### src/rtl/adder_rr_sched.sv
`default_nettype none
// ============================================================================
// Module   : adder_rr_sched
// Purpose  : Round-robin scheduler sharing one registered W-bit adder among
//            NREQ requesters. One operation runs at a time through the states
//            IDLE -> CALC -> RESP. A requester is granted, its operands and
//            the global saturate flag are latched, the add is performed, and
//            the result is returned with a one-cycle done pulse.
// Ports    : clk     - clock, rising edge
//            rst     - synchronous active-high reset
//            req     - per-requester request level
//            a_flat  - operand A per requester, requester i at [i*W +: W]
//            b_flat  - operand B per requester, same packing
//            sat     - saturate mode, sampled at grant time
//            gnt     - registered one-hot grant, held through RESP
//            done    - one-hot completion pulse, high only in RESP
//            sum     - registered result, held until the next CALC
//            cout    - registered carry of the unsaturated add
//            busy    - high whenever the scheduler is not IDLE
// Revision : 1.0 - initial release
// ============================================================================
module adder_rr_sched #(
  parameter int NREQ = 4,
  parameter int W    = 8
) (
  input  logic              clk,
  input  logic              rst,
  input  logic [NREQ-1:0]   req,
  input  logic [NREQ*W-1:0] a_flat,
  input  logic [NREQ*W-1:0] b_flat,
  input  logic              sat,
  output logic [NREQ-1:0]   gnt,
  output logic [NREQ-1:0]   done,
  output logic [W-1:0]      sum,
  output logic              cout,
  output logic              busy
);

  localparam int PW = $clog2(NREQ);

  typedef logic [PW-1:0] idx_t;
  typedef logic [PW:0]   idx_ext_t;

  localparam idx_ext_t C_NREQ     = idx_ext_t'(NREQ);
  localparam idx_t     C_LAST_IDX = idx_t'(NREQ - 1);

  localparam logic [1:0] S_IDLE = 2'd0;
  localparam logic [1:0] S_CALC = 2'd1;
  localparam logic [1:0] S_RESP = 2'd2;

  logic [1:0]      state_q, state_d;
  idx_t            ptr_q, ptr_d;
  idx_t            idx_q, idx_d;
  logic [NREQ-1:0] gnt_q, gnt_d;
  logic [W-1:0]    a_q, a_d;
  logic [W-1:0]    b_q, b_d;
  logic            sat_q, sat_d;
  logic [W-1:0]    sum_q, sum_d;
  logic            cout_q, cout_d;

  // --------------------------------------------------------------------------
  // Round-robin pick: first set request scanning ptr, ptr+1, ... with
  // wrap-around. The candidate index is kept one bit wider so the modulo
  // reduction works for any NREQ, not only powers of two.
  // --------------------------------------------------------------------------
  logic     sel_found;
  idx_t     sel_idx;
  idx_ext_t cand;

  always_comb begin
    sel_found = 1'b0;
    sel_idx   = '0;
    cand      = '0;
    for (int k = 0; k < NREQ; k++) begin
      cand = {1'b0, ptr_q} + idx_ext_t'(k);
      if (cand >= C_NREQ) begin
        cand = cand - C_NREQ;
      end
      if (!sel_found && req[cand[PW-1:0]]) begin
        sel_found = 1'b1;
        sel_idx   = cand[PW-1:0];
      end
    end
  end

  logic [W-1:0]    a_sel;
  logic [W-1:0]    b_sel;
  logic [NREQ-1:0] sel_onehot;
  logic [W:0]      add_full;

  assign a_sel      = a_flat[int'(sel_idx)*W +: W];
  assign b_sel      = b_flat[int'(sel_idx)*W +: W];
  assign sel_onehot = {{(NREQ-1){1'b0}}, 1'b1} << sel_idx;
  assign add_full   = {1'b0, a_q} + {1'b0, b_q};

  // --------------------------------------------------------------------------
  // Next-state logic
  // --------------------------------------------------------------------------
  always_comb begin
    state_d = state_q;
    ptr_d   = ptr_q;
    idx_d   = idx_q;
    gnt_d   = gnt_q;
    a_d     = a_q;
    b_d     = b_q;
    sat_d   = sat_q;
    sum_d   = sum_q;
    cout_d  = cout_q;

    case (state_q)
      S_IDLE: begin
        gnt_d = '0;
        if (sel_found) begin
          idx_d   = sel_idx;
          gnt_d   = sel_onehot;
          a_d     = a_sel;
          b_d     = b_sel;
          sat_d   = sat;
          state_d = S_CALC;
        end
      end

      S_CALC: begin
        // Carry is always reported from the raw add, even when saturating.
        sum_d   = (sat_q && add_full[W]) ? {W{1'b1}} : add_full[W-1:0];
        cout_d  = add_full[W];
        state_d = S_RESP;
      end

      S_RESP: begin
        // Advance past the winner so every other pending requester is
        // considered before the winner can be picked again.
        ptr_d   = (idx_q == C_LAST_IDX) ? '0 : idx_q + idx_t'(1);
        gnt_d   = '0;
        state_d = S_IDLE;
      end

      default: begin
        gnt_d   = '0;
        state_d = S_IDLE;
      end
    endcase
  end

  // --------------------------------------------------------------------------
  // State registers
  // --------------------------------------------------------------------------
  always_ff @(posedge clk) begin
    if (rst) begin
      state_q <= S_IDLE;
      ptr_q   <= '0;
      idx_q   <= '0;
      gnt_q   <= '0;
      a_q     <= '0;
      b_q     <= '0;
      sat_q   <= 1'b0;
      sum_q   <= '0;
      cout_q  <= 1'b0;
    end else begin
      state_q <= state_d;
      ptr_q   <= ptr_d;
      idx_q   <= idx_d;
      gnt_q   <= gnt_d;
      a_q     <= a_d;
      b_q     <= b_d;
      sat_q   <= sat_d;
      sum_q   <= sum_d;
      cout_q  <= cout_d;
    end
  end

  assign gnt  = gnt_q;
  assign done = (state_q == S_RESP) ? gnt_q : '0;
  assign sum  = sum_q;
  assign cout = cout_q;
  assign busy = (state_q != S_IDLE);

endmodule
`default_nettype wire
### config.mk
export PLATFORM = sky130hd
export DESIGN_NAME = adder_rr_sched
export DESIGN_NICKNAME = d
export VERILOG_FILES = /design/src/rtl/adder_rr_sched.sv
export SDC_FILE = /design/constraint.sdc
export NUM_CORES = 1
export LEC_CHECK = 0
export CORE_MARGIN = 10
export CORE_UTILIZATION = 44
export CTS_CLUSTER_DIAMETER = 100
export DETAILED_ROUTE_END_ITERATION = 6
export PLACE_DENSITY_LB_ADDON = 0.3
export SLEW_MARGIN = 10
export SYNTH_ARGS = -nofsm -noshare
export SYNTH_HDL_FRONTEND = slang
export SYNTH_SLANG_ARGS = --single-unit
export TNS_END_PERCENT = 10
### constraint.sdc
create_clock -name clk -period 2.55 [get_ports clk]
set_clock_uncertainty 0.15 [all_clocks]
set_input_delay 0.255 -clock clk [delete_from_list [all_inputs] [get_ports clk]]
set_output_delay 0.255 -clock clk [all_outputs]
set_load 0.01 [all_outputs]
# Word level (Yosys, flattened, before mapping)
# Index checks and enable logic that the tools add are counted.
# classes
mux	27
reduce_logical	10
n_shift	3
addsub	9
magnitude_cmp	8
n_eq_ne	4
# ops
op	n
$shiftx 32x6->8	2
$mux 2	10
$lt 2x3->1 const B	4
$add 8x8->9	1
$ge 3x3->1 const B	3
$bmux 1 s2	4
$mux 1	8
$mux 4	2
$mux 8	1
$pmux 4 s2	1
$sub 2x1->2 const B	4
$add 2x2->3 const B	2
$eq 2x2->1 const B	2
$logic_and 1x1->1	4
$pmux 2 s2	1
$shl 1x2->4 const A	1
$add 2x1->3 const B	1
$ge 2x3->1 const B	1
$logic_not 1->1	3
$add 2x1->2 const B	1
$eq 2x1->1 const B	1
$logic_not 2->1	1
$ne 2x2->1 const B	1
$reduce_and 2->1	1
$reduce_bool 2->1	1
# word_totals
out_inout_bits	18
input_bits	71
word_cells	70
ff_bits	36

# Longest topological paths before layout
# depth
ltp_word	17
depth_mapped	8
depth_no_buf	7

# Worst setup path after synthesis
# Ideal clock, no wire load.
# synth_timing
path_kind	reg2reg
start	register a_q[0]
end	register sum_q[2], in the netlist sum[2]
required_time_ns	2.265
synth_period_minus_slack_ns	2.209
t_arrival_ns	1.924
stages_incl_launch_ff	8
setup_ns	0.135
slack_ns	0.341
n_path_buf	0
path_cell_list	dfxtp_1 > ha_1 > fa_1 > a211oi_1 > o21bai_1 > a311oi_1 > o21bai_2 > a211oi_1
# synth_between
elab_chain_len	3
# synth_lines
item	line_no	source
start, declared	55	logic [W-1:0] a_q, a_d;
start signal, assigned	154	a_q <= '0;
start signal, assigned	164	a_q <= a_d;
$add 8x8->9 (*)	94	assign add_full = {1'b0, a_q} + {1'b0, b_q};
$logic_and 1x1->1	125	sum_d = (sat_q && add_full[W]) ? {W{1'b1}} : add_full[W-1:0];
$mux 8 (*)	125	
end signal, assigned	167	sum_q <= sum_d;
end, declared	58	logic [W-1:0] sum_q, sum_d;
# Every way passes the cells marked *; elsewhere a longest branch is shown, timed or not.
# A chain may end at the register's enable or synchronous reset.

# Worst setup path after layout
# layout_timing
start	register a_q[0]
end	register sum_q[0], in the netlist sum[0]
# The elaborated chain is that of the path after synthesis.

==> reports/metrics.yaml <==
grt:
  grtUsageTotal: 0.144
  grt_max_degree: 37
  overflow: 0
  use_met3: 0.0436
  grt_pass1_vias: 2091
  antenna_found_initial: 0
  use_met2: 0.274
  grt_pass1_wl_um: 10100
  grt_busiest_layer: "met2"
  grt_use_met1: 0.150
clock_network:
  cts_buffer_depth: 2
  cts_sinks: 36
  cts_buffers: 5
  post_cts_resized: 0
  cts_hold_buf: 0
  cts_tree: "built"
  cts_root_buf: "clkbuf_8"
  postCtsSetupBuffers: 0
  cts_htree_levels: 2
  clk_pin_slew_ns: 0.07
  clock_latency_ns: 0.29
timing:
  slew_headroom: 0.588
  period_share: 0.939
  finalSetupTns_ns: 0
  setup_viol: 0
  hold_ws_ns: 0.334
  slew_viol_final: 0
  max_freq_mhz: 418
  period_minus_slack_ns: 2.39
  finalHoldViolations: 0
  max_slew.worst_pin.slew_ns: 0.617
  rsz0062_at_grt: "no"
synthesis:
  syn-num-nets: 298
  ys_types: 38
  synth_top_cell_area_share: 0.322
  yosysWarnings: 0
  yosys-top-cells-area: "dfxtp_1 32%, mux2i_1 15%, a221oi_2 11%"
  synth_cells: 217
  yosys.area.top_type: "dfxtp_1"
  syn_area_per_cell_um2: 10.3
  synth-seq-cells: 36
  synth-seq-area-share: 0.322
  netlist_area_um2: 2240
die:
  initial_core_util: 0.465
  io_pins: 89
  die_y_um: 91.3
  die_area_um2: 8340
  core_um2: 4820
  die_w_um: 91.3
  rows: 25
route:
  wl_per_cell_um: 16.2
  routed_via_density: 5.29
  via_count: 1962
  drc: 0
  drt-initial-drc-count: 110
  wl_um: 6010
  ant_nets: 0
  dr.pass1.iters: 4
finish:
  final_cells: 371
  syn_to_final_growth_pct: 45.2
  drive_above_1_share: 0.112
  final_nets: 384
  antenna_cells: 0
critical_path:
  arrival_ns: 2.41
  r2r-start: "a_q[0]"
  start_kind: "flop"
  rr_worst_depth: 7
  critPathKind: "flop to flop"
  cp_max_fo: 8
  r2r_slack_ns: 0.16
  endpoint_kind: "flop"
  worstPathRequired_ns: 2.56
  r2r_end: "sum[0]"
power:
  leakage_uw: 0.00127
  ir_drop_mv: 0.257
  power_uw: 1720
  power_density_nw_per_um2: 529
placed_design:
  place_congestion: 0.839
  portBuffers: 88
  dp_cells: 363
  place_hpwl_um: 4870
worst_hold_path:
  hp-start: "gnt[2]"
  whs_endpoint: "gnt[2]"
  holdPathStages: 1
  hold_class: "flop to flop"
job:
  maxCapViolations: 0
status:
  status: "complete, no violations"
-- placed cells by master, fill, tap and decap left out --
cell type / Yosys / layout
a211oi_1: 10 / 10
a21boi_1: 1 / 1
a21o_1: 2 / 2
a21oi_1: 11 / 11
a221oi_2: 16 / 16
a311oi_2: 0 / 1
a31oi_4: 0 / 1
a32o_1: 4 / 4
and2_1: 4 / 4
buf_12: 1 / 1
buf_4: 2 / 3
clkbuf_1: 5 / 2
clkbuf_8: 0 / 6
clkdlybuf4s50_1: 0 / 88
dfxtp_1: 36 / 36
fa_1: 1 / 1
ha_1: 9 / 9
inv_1: 5 / 5
inv_2: 1 / 1
mux2i_1: 33 / 33
nand2_1: 4 / 4
nand2b_1: 2 / 2
nor2_1: 17 / 17
nor2_4: 2 / 2
nor2b_1: 2 / 2
nor3_1: 1 / 1
nor4_2: 1 / 1
o21a_1: 3 / 3
o21ai_0: 3 / 3
o21bai_1: 19 / 19
o21bai_4: 0 / 1
o221a_2: 1 / 1
o22a_1: 1 / 1
o22ai_1: 3 / 3
or2_1: 2 / 2
or3_1: 1 / 1
xnor2_1: 1 / 1
xor2_1: 5 / 5
-- cell families after synthesis --
group / after synthesis / synth area share
DFF: 36 / 0.322
buffers and inverters: 19 / 0.0609
AOI/OAI and AO/OA: 77 / 0.303
and+or+nand+nor: 36 / 0.0838
muxes: 33 / 0.148
xor gates and xnor gates: 6 / 0.0235
adders and majority gates: 10 / 0.0593
-- cell type report --
cell class / instances / area (µm²)
multi-input cells: 162 / 1410
inverters: 6 / 22.5
flip-flops and latches: 36 / 721
well taps: 67 / 83.8
clock buffers: 8 / 90.1
repair buffers: 92 / 923
fillers: 426 / 1570
-- flip-flops by register name, indices dropped and copies added (netlist names) --
register  flops
ptr_q         2
sat_q         1
cout          1
idx_q         2
b_q           8
sum           8
a_q           8
gnt           4
state_q       2
-- synth_stat cells, drive strengths merged --
cell	instances
mux2i	33
clkbuf	5
o21ai	3
a21oi	11
a311oi	1
a21boi	1
and2	4
a31oi	1
o21a	3
dfxtp	36
o22ai	3
nand2b	2
o21bai	20
ha	9
xnor2	1
nor2	19
o221a	1
a211oi	10
a21o	2
inv	6
a221oi	16
nor4	1
o22a	1
nor3	1
or3	1
nand2	4
buf	8
a32o	4
nor2b	2
fa	1
xor2	5
or2	2
-- metrics by stage --
stage	area (µm²)	utilization	setup slack (ns)
after floorplan	2240	-	0.341
after global placement	3150	0.653	0.205
after detailed placement	3150	0.653	0.0905
after CTS	3240	0.672	0.0932
after global routing	3250	0.675	0.0389
final	3250	0.675	0.156
-- report_power, final --
part	internal, µW	leakage [µW]	switching [µW]
Sequential	629	0.000297	43.2
Clock	220	0.0000455	202
Combinational	329	0.000925	295
Total	1180	0.00127	540
-- worst max-delay path by stage --
stage / startpoint / end / slack, ns / cells past startpoint
after floorplan: a_q[0] / sum[2] / 0.34 / 7
after global placement: req[1] / a_q[0] / 0.20 / 7
after detailed placement: a_q[0] / sum[6] / 0.09 / 7
after CTS: a_q[0] / sum[6] / 0.09 / 7
after global routing: a_q[0] / sum[0] / 0.04 / 7
final: a_q[0] / sum[0] / 0.16 / 7
-- critical path, stage by stage (launching register included) --
cell and delay [ns]:
dfxtp_1 0.32, ha_1 0.24, fa_1 0.43, a211oi_1 0.34, o21bai_1 0.14, a311oi_2 0.31
o21bai_4 0.22, a211oi_1 0.12
-- per-layer routing --
metal	vias to the layer above	routed length [µm]
li1	996	-
met1	903	2340
met2	56	3280
met3	7	337
met4	0	53
met5	-	0
No activity file was read; power rests on OpenSTA's default activity.
